[src/rtl/add4_serial_ctrl_pkg.sv]
// Shared definitions for the nibble-serial add/subtract sequencer.
// State encoding and nibble-count derivation are also used by the bench.
package add4_serial_ctrl_pkg;

    typedef enum logic [1:0] {
        StIdle = 2'd0,
        StRun  = 2'd1,
        StDone = 2'd2
    } state_e;

    function automatic int unsigned nib_count(input int unsigned width);
        return width / 4;
    endfunction

endpackage

[src/rtl/add4.sv]
// 4-bit ripple adder with carry-in and carry-out; the shared nibble datapath.
module add4 (
    input  logic [3:0] a,
    input  logic [3:0] b,
    input  logic       cin,
    output logic [3:0] sum,
    output logic       cout
);

    always_comb begin
        {cout, sum} = {1'b0, a} + {1'b0, b} + {4'b0000, cin};
    end

endmodule

[src/rtl/add4_serial_ctrl.sv]
// WIDTH-bit add/subtract sequenced one nibble per clock through a single add4,
// least-significant nibble first, with the carry registered between nibbles.
module add4_serial_ctrl
    import add4_serial_ctrl_pkg::*;
#(
    parameter int unsigned WIDTH = 16
) (
    input  logic             clk,
    input  logic             rst_n,
    input  logic             in_valid,
    output logic             in_ready,
    input  logic [WIDTH-1:0] a_in,
    input  logic [WIDTH-1:0] b_in,
    input  logic             cin_in,
    input  logic             op_sub,
    input  logic             abort,
    output logic             busy,
    output logic             done,
    output logic [WIDTH-1:0] result,
    output logic             cout,
    output logic             ovf
);

    localparam int unsigned NIB = nib_count(WIDTH);
    localparam int unsigned IW  = (NIB > 1) ? $clog2(NIB) : 1;

    state_e           state_q, state_d;
    logic [WIDTH-1:0] a_q, a_d;
    logic [WIDTH-1:0] b_q, b_d;
    logic             carry_q, carry_d;
    logic [IW-1:0]    idx_q, idx_d;
    logic [WIDTH-1:0] result_q, result_d;
    logic             cout_q, cout_d;
    logic             ovf_q, ovf_d;

    logic [IW+1:0]    base;
    logic [3:0]       nib_sum;
    logic             nib_cout;
    logic             last_nib;

    assign base     = {idx_q, 2'b00};
    assign last_nib = (idx_q == IW'(NIB - 1));

    add4 u_add4 (
        .a    (a_q[base +: 4]),
        .b    (b_q[base +: 4]),
        .cin  (carry_q),
        .sum  (nib_sum),
        .cout (nib_cout)
    );

    always_comb begin
        state_d  = state_q;
        a_d      = a_q;
        b_d      = b_q;
        carry_d  = carry_q;
        idx_d    = idx_q;
        result_d = result_q;
        cout_d   = cout_q;
        ovf_d    = ovf_q;

        unique case (state_q)
            StIdle: begin
                if (in_valid) begin
                    // Subtract is A + ~B + 1; the +1 rides in as the first carry.
                    a_d     = a_in;
                    b_d     = op_sub ? ~b_in : b_in;
                    carry_d = op_sub ? 1'b1 : cin_in;
                    idx_d   = '0;
                    state_d = StRun;
                end
            end
            StRun: begin
                if (abort) begin
                    idx_d   = '0;
                    state_d = StIdle;
                end else begin
                    result_d[base +: 4] = nib_sum;
                    carry_d             = nib_cout;
                    idx_d               = idx_q + 1'b1;
                    if (last_nib) begin
                        cout_d  = nib_cout;
                        ovf_d   = (a_q[WIDTH-1] == b_q[WIDTH-1]) &&
                                  (nib_sum[3] != a_q[WIDTH-1]);
                        idx_d   = '0;
                        state_d = StDone;
                    end
                end
            end
            StDone: begin
                state_d = StIdle;
            end
            default: begin
                state_d = StIdle;
            end
        endcase
    end

    always_ff @(posedge clk) begin
        if (!rst_n) begin
            state_q  <= StIdle;
            a_q      <= '0;
            b_q      <= '0;
            carry_q  <= 1'b0;
            idx_q    <= '0;
            result_q <= '0;
            cout_q   <= 1'b0;
            ovf_q    <= 1'b0;
        end else begin
            state_q  <= state_d;
            a_q      <= a_d;
            b_q      <= b_d;
            carry_q  <= carry_d;
            idx_q    <= idx_d;
            result_q <= result_d;
            cout_q   <= cout_d;
            ovf_q    <= ovf_d;
        end
    end

    assign in_ready = (state_q == StIdle);
    assign busy     = (state_q == StRun);
    assign done     = (state_q == StDone);
    assign result   = result_q;
    assign cout     = cout_q;
    assign ovf      = ovf_q;

endmodule

[config.mk]
export PLATFORM = sky130hd
export DESIGN_NAME = add4_serial_ctrl
export DESIGN_NICKNAME = d
export VERILOG_FILES = /design/src/rtl/add4_serial_ctrl_pkg.sv /design/src/rtl/add4.sv /design/src/rtl/add4_serial_ctrl.sv
export SDC_FILE = /design/constraint.sdc
export NUM_CORES = 1
export LEC_CHECK = 0
export ABC_AREA = 1
export CAP_MARGIN = 20
export CELL_PAD_IN_SITES_DETAIL_PLACEMENT = 1
export CELL_PAD_IN_SITES_GLOBAL_PLACEMENT = 2
export CORE_ASPECT_RATIO = 1.2
export CORE_MARGIN = 4
export CORE_UTILIZATION = 30
export CTS_CLUSTER_SIZE = 28
export DETAILED_ROUTE_END_ITERATION = 10
export PLACE_DENSITY = 0.84
export SLEW_MARGIN = 20
export SYNTH_ARGS = -nofsm -noshare
export SYNTH_HDL_FRONTEND = slang
export SYNTH_SLANG_ARGS = --single-unit
[constraint.sdc]
create_clock -name clk -period 6.6 [get_ports clk]
set_clock_uncertainty 0.15 [all_clocks]
set_input_delay 0.99 -clock clk [delete_from_list [all_inputs] [get_ports clk]]
set_output_delay 0.99 -clock clk [all_outputs]
set_load 0.02 [all_outputs]
Yosys cells after proc, flatten, opt, wreduce, memory -nomap -nowiden
Cells that the tools add are included.

Add/sub/neg operators: 4. Equality and inequality tests: 8. Shift operators: 4. Multiplexer cells: 14. Bitwise operators: 2. Reductions and logical operators: 9.

Operator list (count): 16-bit by 5-bit variable part select with 4-bit output (2); 16-bit bitwise mux (1); 16-bit 2-to-1 mux (1); 16-bit NOT (1); 4-bit by 6-bit variable shift with 16-bit output, first input constant (1); 4-bit by 6-bit variable part select with 16-bit output (1); 2-bit 2-to-1 mux (6); 2-bit case mux with 2 select lines (2); 2-bit AND reduction (4); 4-bit negator with 6-bit output (1); 3-bit AND reduction (2); 4-bit by 4-bit adder with 5-bit output (1); 5-bit by 1-bit adder with 5-bit output (1); 2-bit == test, second input constant (2); 2-bit inequality test, second input constant (2); 1-bit 2-to-1 mux (3); 3-bit by 2-bit inequality test with 1-bit output, second input constant (1); 2-bit by 1-bit adder with 2-bit output, second input constant (1); 2-bit by 1-bit == test with 1-bit output, second input constant (1); 2-bit zero test (1); 1-bit case mux with 2 select lines (1); 2-bit nonzero test (1); 1-bit == test (1); 1-bit logical AND (1); 2 further kinds (2).

Flip-flop bits (word level): 55. Input port bits: 38. Output and inout bits: 21. Word-level logic and storage cells: 49.

Logic depth before layout (Yosys ltp)
Depth in word-level cells: 5. Gate-level depth with buffers: 13. Mapped depth without buffers: 12.

Modules after synthesis
Synthesis repeated with hierarchy kept, for this count alone.

Cell total of the unflattened synthesis: 411. Area, all modules: 2825.2 sq um.

Modules (own cells, without submodules): add4_serial_ctrl (times used 1, cells each 386, area an instance 2660.1 sq um, seq. area each 1101.1 sq um); add4 (times used 1, cells each 25, area an instance 165.2 sq um, seq. area each 0.0 sq um).

Least setup slack after synthesis
OpenSTA, ideal clock, no wires.

Path type: register -> register. Start point: register idx_q[1]. End point: register result_q[14] (netlist: result[14]). Library setup time: 0.065 ns. Data arrival time: 2.320 ns. Data required time: 6.385 ns. Setup slack: 4.065 ns. Stages on the path, launching flop included: 12. Path buffers: 1. Period minus slack after synthesis: 2.535 ns. Path through: dfxtp_1 -> clkbuf_1 -> inv_1 -> o21ai_0 -> o22ai_1 -> fa_1 -> fa_1 -> xor2_1 -> nand2_1 -> nor2_1 -> a22oi_1 -> nor2_1.

Longest elaborated chain between the ends: 5. Elaborated cells on any way between the ends: 8. Those cells by class: add/sub (3); shift (4); mux (1).

Ends and longest elaborated chain: start, declared (line add4_serial_ctrl.sv:31) `logic [IW-1:0] idx_q, idx_d;`; start signal, assigned (line add4_serial_ctrl.sv:114) `idx_q <= idx_d;`; 16-bit by 5-bit variable part select with 4-bit output, on equally long branches (line add4_serial_ctrl.sv:45, add4_serial_ctrl.sv:46); 4-bit by 4-bit adder with 5-bit output (line add4.sv:11) `{cout, sum} = {1'b0, a} + {1'b0, b} + {4'b0000, cin};`; 5-bit by 1-bit adder with 5-bit output (line add4.sv:11); 4-bit by 6-bit variable part select with 16-bit output (line add4_serial_ctrl.sv:78) `result_d[base +: 4] = nib_sum;`; 16-bit bitwise mux * (line add4_serial_ctrl.sv:78); end signal, assigned (line add4_serial_ctrl.sv:115) `result_q <= result_d;`; end, declared (line add4_serial_ctrl.sv:32) `logic [WIDTH-1:0] result_q, result_d;`.

Every way passes the cells marked *; elsewhere a longest branch is shown, timed or not. A chain may end at the register's enable or synchronous reset.

Worst setup path after layout
Start point: register idx_q[0]. End point: register result_q[14] (netlist: result[14]).

The elaborated chain is that of the path after synthesis.

==> impl_metrics.json <==
{
  "dp_hpwl_um": 5310,
  "max_cap_violations": 0,
  "reg2reg_to": "result[14]",
  "r2r.worst_path.cells": 10,
  "fillers": 1058,
  "fp.dieH_um": 111,
  "crit_type": "register to register",
  "std_cell_rows": 37,
  "setup_tns_ns": 0,
  "cts_tree": "done",
  "postCtsHoldBufs": 0,
  "clock-root-buffer": "clkbuf_8",
  "slew_headroom_pct": 33.6,
  "h-tree-depth": 2,
  "setup_violations": 0,
  "top_layer_used": "met4",
  "clockBufferDepth": 2,
  "cts.reportedPaths.clkPinSlew_ns": 0.09,
  "layout-drive-gt1-share_pct": 5.85,
  "ys.flop_type": "dfxtp_1",
  "ant_nets": 0,
  "die_w_um": 93.7,
  "grt_pass1_vias": 2432,
  "yosysTopAreaCellShare_pct": 41.7,
  "syn_to_final_growth_pct": 27.7,
  "gp_congestion": 0.747,
  "track_usage_pct": 13.7,
  "grt_pass1_wl_um": 11500,
  "tightest_slew_ns": 0.994,
  "crit_start": "idx_q[0]",
  "initial_core_util_pct": 30.9,
  "ios": 59,
  "crit_chain": "inv_1 > o21ai_0 > o22ai_1 > fa_1 > fa_1 > xor2_1 > nand2_1 > nor2_1 > a22oi_1 > nor2_1",
  "diodes": 0,
  "met1_length_um": 2960,
  "cts_made_buffers": 5,
  "synth_top_cell_by_area": "dfxtp_1",
  "vias": 2381,
  "drtIter0Drc": 92,
  "critPathRequiredTime_ns": 6.69,
  "slew_violations": 0,
  "core_area_mm2": 0.00856,
  "crit-reg2reg-launch": "idx_q[0]",
  "crit_fanout": 25,
  "synth_fp_nets": 394,
  "post-route-util_pct": 39.4,
  "irDropWorstVdd_v": 0.0000905,
  "drc": 0,
  "layout_min_cycle_time_ns": 3.58,
  "cts.sinks": 55,
  "syn_area_mm2": 0.00264,
  "p_per_area_mw_per_mm2": 210,
  "ys_warn_count": 0,
  "antenna_found_initial": 0,
  "synth_area_leaders": "dfxtp_1 42%, nor2_1 12%, o21ai_0 6.6%",
  "status": "completed",
  "cp-endpoint": "result[14]",
  "viasPerCell": 4.67,
  "finalCritPeriodShare_pct": 54.3,
  "max_freq_mhz": 279,
  "wirelength_um": 6910,
  "crit_path_end_kind": "register",
  "hold_class": "register to register",
  "crit_buf_inv": 1,
  "multi_input_area_mm2": 0.00139,
  "synthCells": 345,
  "final-seq-area_mm2": 0.00110,
  "insertion_delay_ns": 0.30,
  "grt_max_degree": 51,
  "synthArstFlopShare_pct": 0,
  "wl_per_cell_um": 13.6,
  "startpoint_type": "register",
  "finalHoldViolations": 0,
  "met3WireLength_um": 216,
  "met2_length_um": 3620,
  "synth_edf_count": 0,
  "layout.nets": 441,
  "path_depth": 10,
  "slowest_stage": "dfxtp_1",
  "first_pass_iters": 4,
  "power_leakage_nw": 1.25,
  "ys_seq_elements": 55,
  "cpLargestDelayFamily": "adder cells",
  "dieArea_mm2": 0.0104,
  "cts_resized": 0,
  "yosys.cell_types.count": 32,
  "critPathArrivalTime_ns": 3.67,
  "seq_area_frac_synth_pct": 41.7,
  "io_buffers": 58,
  "overflow": 0,
  "rsz0062_at_grt": "false",
  "avgSynthCellArea_um2": 7.66,
  "slowest_delay_ns": 0.83,
  "reg2reg_slack_ns": 3.02,
  "postCtsSetupBuffers": 0
}
==> cell families (layout without fill, tap and decap cells) <==
| group | Yosys count | count (layout) | synth area share (%) |
|---|---|---|---|
| and+or+nand+nor | 147 | 147 | 23.3 |
| AOI/OAI and AO/OA | 81 | 81 | 17.8 |
| DFF | 55 | 55 | 41.7 |
| buffers and inverters | 34 | 82 | 5.87 |
| xor gates and xnor gates | 17 | 17 | 5.63 |
| adders and majority gates | 11 | 11 | 5.78 |
==> cells in the mapped netlist (8+ instances only) <==
master	number
nor2_1	84
dfxtp_1	55
nand2_1	41
o21ai_0	35
a21oi_1	17
xnor2_1	16
a211oi_1	15
clkbuf_1	10
inv_1	10
ha_1	9
nand3_1	9
o22ai_1	8
==> worst min path at each step <==
| stage | start | end | slack (ns) | cells past startpoint |
|---|---|---|---|---|
| 6_report | result[15] | result[15] | 0.32 | 2 |
| 5_1_grt | result[15] | result[15] | 0.34 | 2 |
| 4_1_cts | result[15] | result[15] | 0.32 | 2 |
| 3_5_place_dp | result[15] | result[15] | 0.31 | 2 |
| 3_3_place_gp | result[0] | result[0] | 0.30 | 2 |
| 2_1_floorplan | a_q[11] | a_q[11] | 0.30 | 2 |
==> per-layer routing <==
layer	GRT usage, %	up-vias
met2	25.3	41
met4	4.72	0
met1	15.7	1101
met3	2.04	6
met5	0	-
li1	-	1233
==> power breakdown <==
part	internal, mW	switching, mW	leakage, nW
registers	0.351	0.0148	0.452
clock network	0.0960	0.102	0.0515
logic	0.0628	0.0797	0.745
==> per-stage QoR <==
| step | power [mW] | hold slack (ns) | setup WS, ns | cells | cell area [µm²] |
|---|---|---|---|---|---|
| finish | 0.707 | 0.319 | 3.02 | 510 | 3370 |
| global route | 0.751 | 0.339 | 2.62 | 510 | 3370 |
| CTS | 0.719 | 0.321 | 2.98 | 510 | 3370 |
| detailed placement | 0.519 | 0.306 | 3.02 | 502 | 3270 |
| global placement | 0.514 | 0.303 | 3.18 | 502 | 3270 |
| floorplan | 0.464 | 0.300 | 4.07 | 345 | 2640 |
==> worst register-to-register path: stages (launching register included) <==
cell and delay [ns]:
dfxtp_1 0.83, inv_1 0.56, o21ai_0 0.29, o22ai_1 0.12
fa_1 0.48, fa_1 0.43, xor2_1 0.25, nand2_1 0.08
nor2_1 0.16, a22oi_1 0.10, nor2_1 0.08
==> cells in the final DEF, fill, tap and decap left out, types with 2 or more instances in the layout <==
cell and count:
inv_2 5, nor2_1 84, a21oi_1 17, nor2_2 5, nand2_1 41, nor2_4 2
nand3_1 9, o21ai_0 35, a211oi_1 15, ha_1 9, fa_1 2, dfxtp_1 55
a22oi_1 2, nand4_1 2, inv_1 10, xnor2_1 16, o22ai_1 8, clkdlybuf4s50_1 58
clkbuf_8 7
==> sequential cells by signal, summed over array words and instances (netlist names) <==
signal and cells:
b_q 16, ovf 1, result 16, a_q 16
carry_q 1, state_q 2, cout 1, idx_q 2
==> final cells by class <==
cell class	count	share of cell area, %
Tap cell	117	4.34
Timing Repair Buffer	58	17.2
Multi-Input combinational cell	256	41.1
Inverter	16	1.78
Sequential cell	55	32.6
Clock buffer	8	2.97
No activity file was read; power rests on OpenSTA's default activity.
